File: src/rtl/muldiv_pkg.sv
// -----------------------------------------------------------------------------
// muldiv_pkg
// Shared definitions for the multiply/divide sequencer:
//   XLEN     - default operand / HI / LO width
//   op_e     - Op encoding presented by EXE (mult, multu, div, divu)
//   state_e  - sequencer states IDLE -> RUN -> FIX -> DONE
//   helpers  - decode of the Op field into divide / signed flags
// -----------------------------------------------------------------------------
package muldiv_pkg;

  localparam int XLEN = 32;

  typedef enum logic [1:0] {
    OP_MULT  = 2'b00,
    OP_MULTU = 2'b01,
    OP_DIV   = 2'b10,
    OP_DIVU  = 2'b11
  } op_e;

  typedef enum logic [1:0] {
    S_IDLE = 2'b00,
    S_RUN  = 2'b01,
    S_FIX  = 2'b10,
    S_DONE = 2'b11
  } state_e;

  function automatic logic op_is_div(input op_e op);
    return op[1];
  endfunction

  // Bit 0 set marks the unsigned variant of both mult and div.
  function automatic logic op_is_signed(input op_e op);
    return ~op[0];
  endfunction

endpackage

File: src/rtl/muldiv_sequencer_if.sv
// -----------------------------------------------------------------------------
// muldiv_sequencer_if
// Handshake bundle between the EXE stage (master) and the sequencer (slave).
//   Start        EXE -> seq   request a mult/div instruction
//   Op           EXE -> seq   00 mult, 01 multu, 10 div, 11 divu
//   Rs_data      EXE -> seq   multiplicand / dividend
//   Rt_data      EXE -> seq   multiplier / divisor
//   HILO_read    ID  -> seq   mfhi/mflo waiting in ID
//   Busy         seq -> pipe  sequencer not in IDLE
//   MulDiv_stall seq -> pipe  stall PC, IF/ID and ID/EXE
//   Done         seq -> pipe  one-cycle completion pulse
//   Div_by_zero  seq -> pipe  pulses with Done on a zero divisor
//   HI, LO       seq -> pipe  architectural HI/LO registers
// -----------------------------------------------------------------------------
interface muldiv_sequencer_if #(
  parameter int XLEN = muldiv_pkg::XLEN
);

  logic            Start;
  logic [1:0]      Op;
  logic [XLEN-1:0] Rs_data;
  logic [XLEN-1:0] Rt_data;
  logic            HILO_read;
  logic            Busy;
  logic            MulDiv_stall;
  logic            Done;
  logic            Div_by_zero;
  logic [XLEN-1:0] HI;
  logic [XLEN-1:0] LO;

  modport master (
    output Start, Op, Rs_data, Rt_data, HILO_read,
    input  Busy, MulDiv_stall, Done, Div_by_zero, HI, LO
  );

  modport slave (
    input  Start, Op, Rs_data, Rt_data, HILO_read,
    output Busy, MulDiv_stall, Done, Div_by_zero, HI, LO
  );

endinterface

File: src/rtl/muldiv_step.sv
// -----------------------------------------------------------------------------
// muldiv_step
// Combinational single iteration of the unsigned magnitude datapath.
//   Multiply (shift-add):  acc += opa when opb[0]; opa <<= 1; opb >>= 1
//   Divide (restoring):    {rem,quo} <<= 1; if rem >= divisor then
//                          rem -= divisor and quotient bit = 1
// Ports:
//   i_is_div  select divide step instead of multiply step
//   i_acc     multiply: partial product; divide: {remainder, dividend/quotient}
//   i_opa     multiply: shifted multiplicand; divide: divisor in low XLEN bits
//   i_opb     multiply: remaining multiplier (unused for divide)
//   o_*       the same registers after one step
// -----------------------------------------------------------------------------
module muldiv_step #(
  parameter int XLEN = muldiv_pkg::XLEN
) (
  input  logic              i_is_div,
  input  logic [2*XLEN-1:0] i_acc,
  input  logic [2*XLEN-1:0] i_opa,
  input  logic [XLEN-1:0]   i_opb,
  output logic [2*XLEN-1:0] o_acc,
  output logic [2*XLEN-1:0] o_opa,
  output logic [XLEN-1:0]   o_opb
);

  // The shifted partial remainder needs one extra bit; the top bit of the
  // difference is then a clean borrow flag.
  logic [XLEN:0] w_rem_sh;
  logic [XLEN:0] w_diff;

  always_comb begin
    // NOTE: every output gets a default first so no branch can leave one
    // unassigned, which would otherwise infer a latch.
    o_acc    = i_acc;
    o_opa    = i_opa;
    o_opb    = i_opb;
    w_rem_sh = i_acc[2*XLEN-1:XLEN-1];
    w_diff   = w_rem_sh - {1'b0, i_opa[XLEN-1:0]};

    if (i_is_div) begin
      if (!w_diff[XLEN]) begin
        o_acc = {w_diff[XLEN-1:0], i_acc[XLEN-2:0], 1'b1};
      end else begin
        o_acc = {w_rem_sh[XLEN-1:0], i_acc[XLEN-2:0], 1'b0};
      end
    end else begin
      if (i_opb[0]) begin
        o_acc = i_acc + i_opa;
      end
      o_opa = {i_opa[2*XLEN-2:0], 1'b0};
      o_opb = {1'b0, i_opb[XLEN-1:1]};
    end
  end

endmodule

File: src/rtl/muldiv_sequencer.sv
// -----------------------------------------------------------------------------
// muldiv_sequencer
// Multi-cycle MIPS-style mult/multu/div/divu unit owning HI/LO.
// Flow: IDLE -(Start)-> RUN (32 steps) -> FIX (sign correction) -> DONE -> IDLE.
// A div/divu with a zero divisor goes IDLE -> DONE directly with
// HI = Rs_data, LO = all ones and Div_by_zero pulsing with Done.
// Ports:
//   Clk    rising-edge clock
//   Rst_n  asynchronous active-low reset
//   bus    muldiv_sequencer_if.slave (Start/Op/operands/HILO_read in,
//          Busy/MulDiv_stall/Done/Div_by_zero/HI/LO out)
// Build option:
//   MULDIV_EARLY_OUT_EN  when defined, a multiply leaves RUN as soon as the
//                        remaining multiplier becomes zero (min one step).
// -----------------------------------------------------------------------------
module muldiv_sequencer #(
  parameter int XLEN = muldiv_pkg::XLEN
) (
  input  logic               Clk,
  input  logic               Rst_n,
  muldiv_sequencer_if.slave  bus
);

  import muldiv_pkg::*;

  localparam int              CNT_W    = $clog2(XLEN);
  localparam logic [CNT_W-1:0] CNT_LAST = CNT_W'(XLEN - 1);

  state_e              r_state;
  state_e              w_state_nxt;
  logic [CNT_W-1:0]    r_cnt;
  op_e                 r_op;
  logic                r_neg_q;   // product or quotient must be negated
  logic                r_neg_r;   // remainder must be negated
  logic                r_dbz;
  logic [2*XLEN-1:0]   r_acc;
  logic [2*XLEN-1:0]   r_opa;
  logic [XLEN-1:0]     r_opb;
  logic [XLEN-1:0]     r_hi;
  logic [XLEN-1:0]     r_lo;

  op_e                 w_op_in;
  logic                w_in_div;
  logic                w_rs_neg;
  logic                w_rt_neg;
  logic [XLEN-1:0]     w_rs_mag;
  logic [XLEN-1:0]     w_rt_mag;
  logic                w_dbz_in;
  logic                w_run_last;
  logic [2*XLEN-1:0]   w_acc_nxt;
  logic [2*XLEN-1:0]   w_opa_nxt;
  logic [XLEN-1:0]     w_opb_nxt;
  logic [2*XLEN-1:0]   w_prod;
  logic [XLEN-1:0]     w_quo;
  logic [XLEN-1:0]     w_rem;
  logic [XLEN-1:0]     w_fix_hi;
  logic [XLEN-1:0]     w_fix_lo;

  // Operand capture: magnitudes and signs. The magnitude of -2^(XLEN-1) is
  // its own bit pattern read as unsigned, which gives the natural result.
  assign w_op_in  = op_e'(bus.Op);
  assign w_in_div = op_is_div(w_op_in);
  assign w_rs_neg = op_is_signed(w_op_in) & bus.Rs_data[XLEN-1];
  assign w_rt_neg = op_is_signed(w_op_in) & bus.Rt_data[XLEN-1];
  assign w_rs_mag = w_rs_neg ? -bus.Rs_data : bus.Rs_data;
  assign w_rt_mag = w_rt_neg ? -bus.Rt_data : bus.Rt_data;
  assign w_dbz_in = w_in_div & (bus.Rt_data == '0);

  muldiv_step #(.XLEN(XLEN)) u_step (
    .i_is_div (op_is_div(r_op)),
    .i_acc    (r_acc),
    .i_opa    (r_opa),
    .i_opb    (r_opb),
    .o_acc    (w_acc_nxt),
    .o_opa    (w_opa_nxt),
    .o_opb    (w_opb_nxt)
  );

`ifdef MULDIV_EARLY_OUT_EN
  // Once the multiplier has been consumed the product cannot change.
  assign w_run_last = (r_cnt == CNT_LAST) |
                      (~op_is_div(r_op) & (w_opb_nxt == '0));
`else
  assign w_run_last = (r_cnt == CNT_LAST);
`endif

  // Sign correction applied on the edge leaving FIX.
  assign w_prod = r_neg_q ? -r_acc : r_acc;
  assign w_quo  = r_neg_q ? -r_acc[XLEN-1:0] : r_acc[XLEN-1:0];
  assign w_rem  = r_neg_r ? -r_acc[2*XLEN-1:XLEN] : r_acc[2*XLEN-1:XLEN];
  assign w_fix_hi = op_is_div(r_op) ? w_rem : w_prod[2*XLEN-1:XLEN];
  assign w_fix_lo = op_is_div(r_op) ? w_quo : w_prod[XLEN-1:0];

  always_comb begin
    w_state_nxt = r_state;
    case (r_state)
      S_IDLE: if (bus.Start) w_state_nxt = w_dbz_in ? S_DONE : S_RUN;
      S_RUN:  if (w_run_last) w_state_nxt = S_FIX;
      S_FIX:  w_state_nxt = S_DONE;
      S_DONE: w_state_nxt = S_IDLE;
      default: w_state_nxt = S_IDLE;
    endcase
  end

  always_ff @(posedge Clk or negedge Rst_n) begin
    if (!Rst_n) begin
      r_state <= S_IDLE;
    end else begin
      // NOTE: non-blocking assignment so every register samples the values
      // from before the edge, independent of statement order.
      r_state <= w_state_nxt;
    end
  end

  always_ff @(posedge Clk or negedge Rst_n) begin
    if (!Rst_n) begin
      // NOTE: the whole datapath is cleared, not just control, so HI/LO and
      // the working registers read back as zero after an abort mid-operation.
      r_cnt   <= '0;
      r_op    <= OP_MULT;
      r_neg_q <= 1'b0;
      r_neg_r <= 1'b0;
      r_dbz   <= 1'b0;
      r_acc   <= '0;
      r_opa   <= '0;
      r_opb   <= '0;
      r_hi    <= '0;
      r_lo    <= '0;
    end else begin
      case (r_state)
        S_IDLE: begin
          if (bus.Start) begin
            r_op    <= w_op_in;
            r_cnt   <= '0;
            r_neg_q <= w_rs_neg ^ w_rt_neg;
            r_neg_r <= w_rs_neg;
            r_dbz   <= w_dbz_in;
            r_acc   <= w_in_div ? {{XLEN{1'b0}}, w_rs_mag} : '0;
            r_opa   <= {{XLEN{1'b0}}, (w_in_div ? w_rt_mag : w_rs_mag)};
            r_opb   <= w_rt_mag;
            if (w_dbz_in) begin
              r_hi <= bus.Rs_data;
              r_lo <= '1;
            end
          end
        end
        S_RUN: begin
          r_acc <= w_acc_nxt;
          r_opa <= w_opa_nxt;
          r_opb <= w_opb_nxt;
          r_cnt <= r_cnt + CNT_W'(1);
        end
        S_FIX: begin
          r_hi <= w_fix_hi;
          r_lo <= w_fix_lo;
        end
        default: ;
      endcase
    end
  end

  assign bus.Busy         = (r_state != S_IDLE);
  assign bus.Done         = (r_state == S_DONE);
  assign bus.Div_by_zero  = (r_state == S_DONE) & r_dbz;
  // DONE is excluded so a waiting mfhi/mflo proceeds in the cycle HI/LO update.
  assign bus.MulDiv_stall = ((r_state == S_RUN) | (r_state == S_FIX)) &
                            (bus.Start | bus.HILO_read);
  assign bus.HI           = r_hi;
  assign bus.LO           = r_lo;

endmodule

File: src/flat_wrapper.sv
// flat-port wrapper written by rule: the top's interface ports become plain ports
module muldiv_sequencer_flat import muldiv_pkg::*;
#(
  parameter int XLEN = muldiv_pkg::XLEN
)
  (Clk, Rst_n, bus_Start, bus_Op, bus_Rs_data, bus_Rt_data, bus_HILO_read, bus_Busy, bus_MulDiv_stall, bus_Done, bus_Div_by_zero, bus_HI, bus_LO);
  muldiv_sequencer_if #(.XLEN(XLEN)) bus_i ();
  input  logic Clk;
  input  logic Rst_n;
  input wire logic [$bits(bus_i.Start)-1:0] bus_Start;
  input wire logic [$bits(bus_i.Op)-1:0] bus_Op;
  input wire logic [$bits(bus_i.Rs_data)-1:0] bus_Rs_data;
  input wire logic [$bits(bus_i.Rt_data)-1:0] bus_Rt_data;
  input wire logic [$bits(bus_i.HILO_read)-1:0] bus_HILO_read;
  output wire logic [$bits(bus_i.Busy)-1:0] bus_Busy;
  output wire logic [$bits(bus_i.MulDiv_stall)-1:0] bus_MulDiv_stall;
  output wire logic [$bits(bus_i.Done)-1:0] bus_Done;
  output wire logic [$bits(bus_i.Div_by_zero)-1:0] bus_Div_by_zero;
  output wire logic [$bits(bus_i.HI)-1:0] bus_HI;
  output wire logic [$bits(bus_i.LO)-1:0] bus_LO;
  assign bus_i.Start = bus_Start;
  assign bus_i.Op = bus_Op;
  assign bus_i.Rs_data = bus_Rs_data;
  assign bus_i.Rt_data = bus_Rt_data;
  assign bus_i.HILO_read = bus_HILO_read;
  assign bus_Busy = bus_i.Busy;
  assign bus_MulDiv_stall = bus_i.MulDiv_stall;
  assign bus_Done = bus_i.Done;
  assign bus_Div_by_zero = bus_i.Div_by_zero;
  assign bus_HI = bus_i.HI;
  assign bus_LO = bus_i.LO;
  muldiv_sequencer #(.XLEN(XLEN)) u_core (.Clk(Clk), .Rst_n(Rst_n), .bus(bus_i));
endmodule
File: config.mk
export PLATFORM = sky130hd
export DESIGN_NAME = muldiv_sequencer_flat
export DESIGN_NICKNAME = d
export VERILOG_FILES = /design/src/rtl/muldiv_pkg.sv /design/src/rtl/muldiv_sequencer_if.sv /design/src/rtl/muldiv_step.sv /design/src/rtl/muldiv_sequencer.sv /design/src/flat_wrapper.sv
export SDC_FILE = /design/constraint.sdc
export NUM_CORES = 1
export LEC_CHECK = 0
export ABC_AREA = 1
export CELL_PAD_IN_SITES_DETAIL_PLACEMENT = 0
export CELL_PAD_IN_SITES_GLOBAL_PLACEMENT = 1
export CORE_MARGIN = 2
export CORE_UTILIZATION = 46
export DETAILED_ROUTE_END_ITERATION = 10
export HOLD_SLACK_MARGIN = 0.06
export MAX_ROUTING_LAYER = met4
export PLACE_DENSITY = 0.95
export SLEW_MARGIN = 20
export SYNTH_ARGS = -nofsm -noshare
export SYNTH_HDL_FRONTEND = slang
export SYNTH_SLANG_ARGS = --single-unit
File: constraint.sdc
create_clock -name Clk -period 5.2 [get_ports Clk]
set_clock_uncertainty 0.15 [all_clocks]
set_input_delay 0.78 -clock Clk [delete_from_list [all_inputs] [get_ports Clk]]
set_output_delay 0.78 -clock Clk [all_outputs]
set_load 0.1 [all_outputs]
==> qor.yml, run 1 <==
status: "complete, no violations"
wl_per_cell_um: 20.2
pwr-share-clk_pct: 11.1
p_leak_uw: 0.0145
maxSlewViolCount: 0
finalCriticalPeriod_ns: 3.63
start_kind: "flip-flop"
gr-total-overflow: 0
cts_buffer_depth: 3
synth_top_family_by_area: "simple AND/OR/NAND/NOR gates"
drc: 0
die_w_um: 233
yosys.area_share.simple_pct: 40.5
place_area_mm2: 0.0261
p_seq_share_pct: 18.7
synth_area_mm2: 0.0242
multi_input_area_mm2: 0.0149
top_usage_layer: "met1"
ys_types: 50
dr_total_vias: 27587
clk_pin_slew_ns: 0.06
slowest_delay_ns: 1.16
synth-xor-area-share_pct: 3.07
ir_drop_uv: 484
die_h_um: 233
max_freq_mhz: 275
grt_max_degree: 107
grt_pass1_wl_um: 151000
netlist_instances: 4221
drtIter0Drc: 3380
hp-class: "in2async"
worstSetupEndpointType: "output pin"
setup_violations: 0
cts_setup_buffers: 0
synth_edf_count: 0
synth_fa_ha_area_share_pct: 5.59
cts_root_buf: "clkbuf_16"
intPower_uw: 7750
synth.avg_cell_area_um2: 5.74
path_max_fanout: 6
crit_required_ns: 4.27
cts_tree: "yes"
gp_congestion: 1.08
met1_usage_pct: 54.0
pin_count: 138
p_switching_uw: 11900
core_area_mm2: 0.0523
htree_levels: 1
slew_headroom_pct: 24.0
start_util_pct: 46.3
antenna_found_initial: 0
num-fill-cells: 5598
synth_warnings: 0
ys_seq_area_share_pct: 24.3
syn-num-nets: 4398
drive_gt1_share_pct: 3.47
ant_nets: 0
rows: 84
synth-seq-cells: 235
cts_made_buffers: 27
area_growth_pct: 12.0
dp_hpwl_um: 82300
cts.sink_count: 235
synth_top_area_cell: "dfrtp_1"
ys_top_cells_by_area: "dfrtp_1 (24%), nand2_1 (23%), inv_1 (12%)"
crit_top_cell: "inv_1"
post-route-cell-area_mm2: 0.0271
clock_latency_ns: 0.57
viasPerCell: 5.51
nNetsFinal: 4476
seqCellArea_mm2: 0.00588
maxCapViolCount: 0
crit_type: "reg2out"
yosysTopAreaCellShare_pct: 24.3
ctsResizeCount: 0
grt_use_met2_pct: 52.8
first_pass_iters: 7
muxShareOfSynthArea_pct: 0
synth_compound_area_share_pct: 12.5
hold_viol: 0
synthFlopType: "dfrtp_1"
finalCritPeriodShare_pct: 69.9
worstMarginPinSlew_ns: 1.14
n_antenna_cell: 0
worst_ep_arrival_time_ns: 2.70
grt_pass1_vias: 24884
use_met3_pct: 5.42
worstPathCellList: "inv_1, ha_1, inv_1, clkdlybuf4s50_1"
crit_path_top_delay_cell: "clkdlybuf4s50_1"
pwr-share-comb_pct: 70.2
wl_um: 101000
finalSetupTns_ns: 0
ctsHoldBuffers: 0
rsz0062_at_grt: "no"
portBuffers: 137
async_flop_share_pct: 100
grt_usage_pct: 37.7
die_area_mm2: 0.0545
powerDensity_mw_per_mm2: 725
swShare_pct: 60.6
## power by group through the flow
stage	logic (µW)	registers [µW]	clock network [µW]
after global routing	15200	3690	2270
after global placement	13400	3600	0
after CTS	13600	3580	2200
after floorplan	8330	4650	0
after detailed placement	13500	3610	0
final	13800	3670	2190
## layout make-up
| class | count | share of cell area, % |
|---|---|---|
| inverters | 759 | 10.5 |
| clock inverters | 10 | 0.793 |
| flip-flops and latches | 235 | 21.7 |
| clock buffers | 38 | 2.90 |
| multi-input cells | 3112 | 55.1 |
| well taps | 688 | 3.17 |
| repair buffers | 164 | 5.87 |
## kinds of logic (layout without fill, tap and decap cells)
group	Yosys count	count (layout)
compound gates	535	535
flops	235	235
xor+xnor	85	85
simple gates	2385	2385
fa+ha+maj	107	107
buf+inv	874	971
## final timing paths
kind | startpoint | end | slack, ns | depth (start not counted)
worst max-delay path | u_core.r_state[0] | bus_Busy | 1.57 | 4
min in group Clk | u_core.bus.HI[15] | u_core.bus.HI[15] | 0.32 | 2
max in group asynchronous | Rst_n | u_core.bus.HI[27] | 3.63 | 2
worst max register to register | u_core.r_state[1] | u_core.r_acc[20] | 1.59 | 15
worst min-delay path | Rst_n | u_core.bus.LO[1] | 0.14 | 1
worst min register to register | u_core.bus.HI[15] | u_core.bus.HI[15] | 0.32 | 2
## synth_stat cells, drive strengths merged, types with 13 or more instances
library cell / instances
a21oi: 242
buf: 59
clkbuf: 56
dfrtp: 235
ha: 105
inv: 757
nand2: 1503
nand3: 368
nand3b: 13
nand4: 48
nor2: 378
nor3: 46
o211ai: 26
o21ai: 177
o22ai: 46
xor2: 75
## registers in the layout, summed over array words and instances, names as in the netlist, 2 cells and up
name            count
u_core.bus.HI      32
u_core.bus.LO      32
u_core.r_acc       64
u_core.r_cnt        5
u_core.r_opa       64
u_core.r_opb       32
u_core.r_state      2
## metrics by stage
step | worst slack (ns) | total power (µW) | cells | hold WS (ns) | utilization (%)
after floorplan | 2.20 | 13000 | 4221 | 0.294 | -
after global placement | 1.56 | 17000 | 4958 | 0.310 | 49.9
after detailed placement | 1.56 | 17100 | 4958 | 0.315 | 49.9
after CTS | 1.59 | 19300 | 5006 | 0.184 | 51.8
after global routing | 1.41 | 21100 | 5006 | 0.205 | 51.8
final | 1.57 | 19700 | 5006 | 0.144 | 51.8
## cell usage in the layout, fill, tap and decap left out, drive strengths merged, types with 9 or more instances in the layout
master / instances
nor3: 46
a21oi: 242
clkdlybuf4s50: 136
nand3b: 13
nor2: 378
inv: 761
o21ai: 177
or2: 10
o211ai: 26
xnor2: 10
clkbuf: 38
xor2: 75
nand3: 368
nand2: 1503
a31oi: 10
dfrtp: 235
nand4: 48
buf: 28
and2: 9
ha: 105
o22ai: 46
## worst max-delay path: cells and delay by family (launching register included)
family / cells / cell delay, ns
adders and majority gates: 1 / 0.32
buffers and inverters: 3 / 1.42
DFF: 1 / 0.39
## per-layer routing
layer | part of all wire [%] | wire length [µm]
met2 | 41 | 40900
met4 | 4.7 | 4750
met1 | 44 | 44700
met3 | 11 | 10600
met5 | 0 | 0
No activity file was read; power rests on OpenSTA's default activity.
==> run 2: changes to the inputs <==
--- a/config.mk
+++ b/config.mk
@@ -9,11 +9,11 @@
 export CELL_PAD_IN_SITES_DETAIL_PLACEMENT = 0
 export CELL_PAD_IN_SITES_GLOBAL_PLACEMENT = 1
 export CORE_MARGIN = 2
-export CORE_UTILIZATION = 46
+export CORE_UTILIZATION = 39
 export DETAILED_ROUTE_END_ITERATION = 10
 export HOLD_SLACK_MARGIN = 0.06
 export MAX_ROUTING_LAYER = met4
-export PLACE_DENSITY = 0.95
+export PLACE_DENSITY = 0.86
 export SLEW_MARGIN = 20
 export SYNTH_ARGS = -nofsm -noshare
 export SYNTH_HDL_FRONTEND = slang
==> constraint.sdc (replaced) <==
create_clock -name Clk -period 2.95 [get_ports Clk]
set_clock_uncertainty 0.15 [all_clocks]
set_input_delay 0.4425 -clock Clk [delete_from_list [all_inputs] [get_ports Clk]]
set_output_delay 0.4425 -clock Clk [all_outputs]
set_load 0.1 [all_outputs]
==> run 2 against run 1 <==
Clock power is 68% higher. Non-clock buffer count is 172 higher. Cell count is 6.5% higher. Critical endpoint is now u_core.bus.HI[21].
==> qor.yml, run 2 (same netlist as run 1, synthesis figures left out) <==
path_buf_inv: 1  # -2
gp_congestion: 1.04  # -3.5%
worstPathCellList: "inv_1, nand3_1, nor3_1, nand3_1, nand2_1, o211ai_1, nand3b_1, nand3_1, nand2_1, nand2_1"
p_seq_share_pct: 17.6  # -1.1 points
wl_per_cell_um: 19.5  # -3.2%
intPower_uw: 14400  # +85%
cts.sink_count: 235  # unchanged
num-fill-cells: 6681  # +19%
cts_made_buffers: 29  # +7.4%
finalCritPeriodShare_pct: 95.5
status: "complete, no violations"
drtIter0Drc: 3133  # -7.3%
dr_total_vias: 28018  # +1.6%
swShare_pct: 60.0  # -0.64 points
crit_path_top_delay_cell: "dfrtp_1"
setup_slack_ns: 0.132  # -1.44 ns
worstMarginPinSlew_ns: 0.746  # -0.394 ns
grt_pass1_vias: 25481  # +2.4%
pin_count: 138  # unchanged
ir_drop_uv: 717  # +48%
cts_buffer_depth: 3  # unchanged
first_pass_iters: 10  # +3
pwr-share-comb_pct: 72.2  # +2.0 points
p_leak_uw: 0.0154  # +6.2%
slowest_delay_ns: 0.42  # -0.74 ns
nNetsFinal: 4650  # +3.9%
cts_root_buf: "clkbuf_16"
p_switching_uw: 21500  # +81%
clk_pin_slew_ns: 0.06  # about the same
core_area_mm2: 0.0616  # +18%
layout_commonest_cell: "nand2_1"
cts_tree: "yes"
area_growth_pct: 18.3
place_area_mm2: 0.0275  # +5.3%
post-route-cell-area_mm2: 0.0287  # +5.6%
drc: 0  # unchanged
slew_headroom_pct: 50.2  # +26 points
grt_usage_pct: 32.9  # -4.8 points
path_max_fanout: 5  # -1
clock_latency_ns: 0.59  # +0.02 ns
most-common-layout-cells: "nand2_1 (1487), inv_1 (745), nor2_1 (362), nand3_1 (362), buf_4 (253)"
max_freq_mhz: 355
viasPerCell: 5.26  # -4.6%
drive_gt1_share_pct: 9.57  # +6.1 points
powerDensity_mw_per_mm2: 1250  # +73%
die_h_um: 253  # +8.5%
worstSetupEndpointType: "flip-flop"
pwr-share-clk_pct: 10.2  # -0.9 points
start_kind: "flip-flop"
maxSlewViolCount: 0  # unchanged
antenna_found_initial: 2  # +2
htree_levels: 1  # unchanged
wl_um: 104000  # +3.1%
grt_max_degree: 96  # -10%
r2r-start: "u_core.r_acc[0]"
portBuffers: 137  # unchanged
gr-total-overflow: 0  # unchanged
hp-class: "in2async"
grt_pass1_wl_um: 155000  # +3.1%
maxCapViolCount: 0  # unchanged
setup_violations: 0  # unchanged
die_area_mm2: 0.0641  # +18%
worst_ep_arrival_time_ns: 3.14  # +0.44 ns
whs_ns: 0.309  # +0.164 ns
die_w_um: 253  # +8.5%
finalCriticalPeriod_ns: 2.82
rows: 91  # +8.3%
dp_hpwl_um: 85900  # +4.4%
ant_nets: 0  # unchanged
crit_required_ns: 3.27  # -1.00 ns
largestRegisters: "u_core.r_acc x64, u_core.r_opa x64"
start_util_pct: 39.3  # -7.0 points
crit_start: "u_core.r_acc[0]"
crit_type: "reg2reg"
critPathTopFamily: "simple AND/OR/NAND/NOR gates"
hold_viol: 0  # unchanged
finalSetupTns_ns: 0  # unchanged
place_ws_ns: 0.0364  # -1.53 ns
utilization_pct: 46.5  # -5.3 points
## run 2: cell types whose count changed in the layout (fill, tap and decap cells not counted), sizes merged
cell,change
bufinv,-4
clkbuf,-1
diode,+2
inv,-1
clkinvlp,+4
clkinv,+5
buf,+238
dlygate4sd3,+1
clkdlybuf4s50,-68
## run 2: path summary, 6_finish.rpt
kind	cells past startpoint	to	slack (ns)
worst max-delay path	10	u_core.bus.HI[21]	0.13
max in group asynchronous	3	u_core.r_acc[42]	1.57
min in group Clk	2	u_core.r_opb[16]	0.33
worst min-delay path	2	u_core.r_cnt[2]	0.31
worst max register to register	10	u_core.bus.HI[21]	0.13
worst min register to register	2	u_core.r_opb[16]	0.33
## run 2: power groups by stage
stage	Combinational [µW]	Clock, µW	Sequential, µW
2_1_floorplan	14700	0	8200
3_3_place_gp	25000	0	6210
4_1_cts	25200	3690	6150
6_report	25900	3670	6300
3_5_place_dp	25100	0	6190
5_1_grt	28300	3800	6370
## run 2: per-layer routing
layer	share of wire (%)	track usage, %	vias to the layer above
met2	42	48.9	1215
met1	46	46.3	12882
li1	-	-	13754
met4	3.8	10.9	0
met3	8.6	3.52	167
met5	0	-	-
## run 2: what timing repair did
| item | 4_1_cts | 5_1_grt |
|---|---|---|
| endpoints found under the hold margin | 70 | 0 |
| hold buffers | 1 | 0 |
| resized for setup | 0 | 38 |
| buffers inserted | 0 | 6 |
| setup endpoints to repair | 0 | 39 |
## run 2: area by class of cell
cell class	count	area [µm²]	area share (%)
multi-input cells	3112	15000	52.5
clock buffers	36	802	2.80
diodes	2	5.00	0.0175
clock inverters	14	148	0.515
repair buffers	336	2870	10.0
flip-flops and latches	235	5900	20.6
well taps	837	1050	3.66
inverters	759	2850	9.94
## run 2: worst reg2reg max path: stages, from the launching register on
cell and delay (ns):
dfrtp_1 0.42, inv_1 0.19, nand3_1 0.20, nor3_1 0.38, nand3_1 0.40, nand2_1 0.42, o211ai_1 0.18, nand3b_1 0.12
nand3_1 0.10, nand2_1 0.10, nand2_1 0.05
## run 2: through the flow
| step | cells | total power, µW |
|---|---|---|
| final | 5331 | 35900 |
| after global placement | 5271 | 31200 |
| after detailed placement | 5271 | 31300 |
| after CTS | 5322 | 35100 |
| after global routing | 5331 | 38500 |
| after floorplan | 4221 | 22900 |
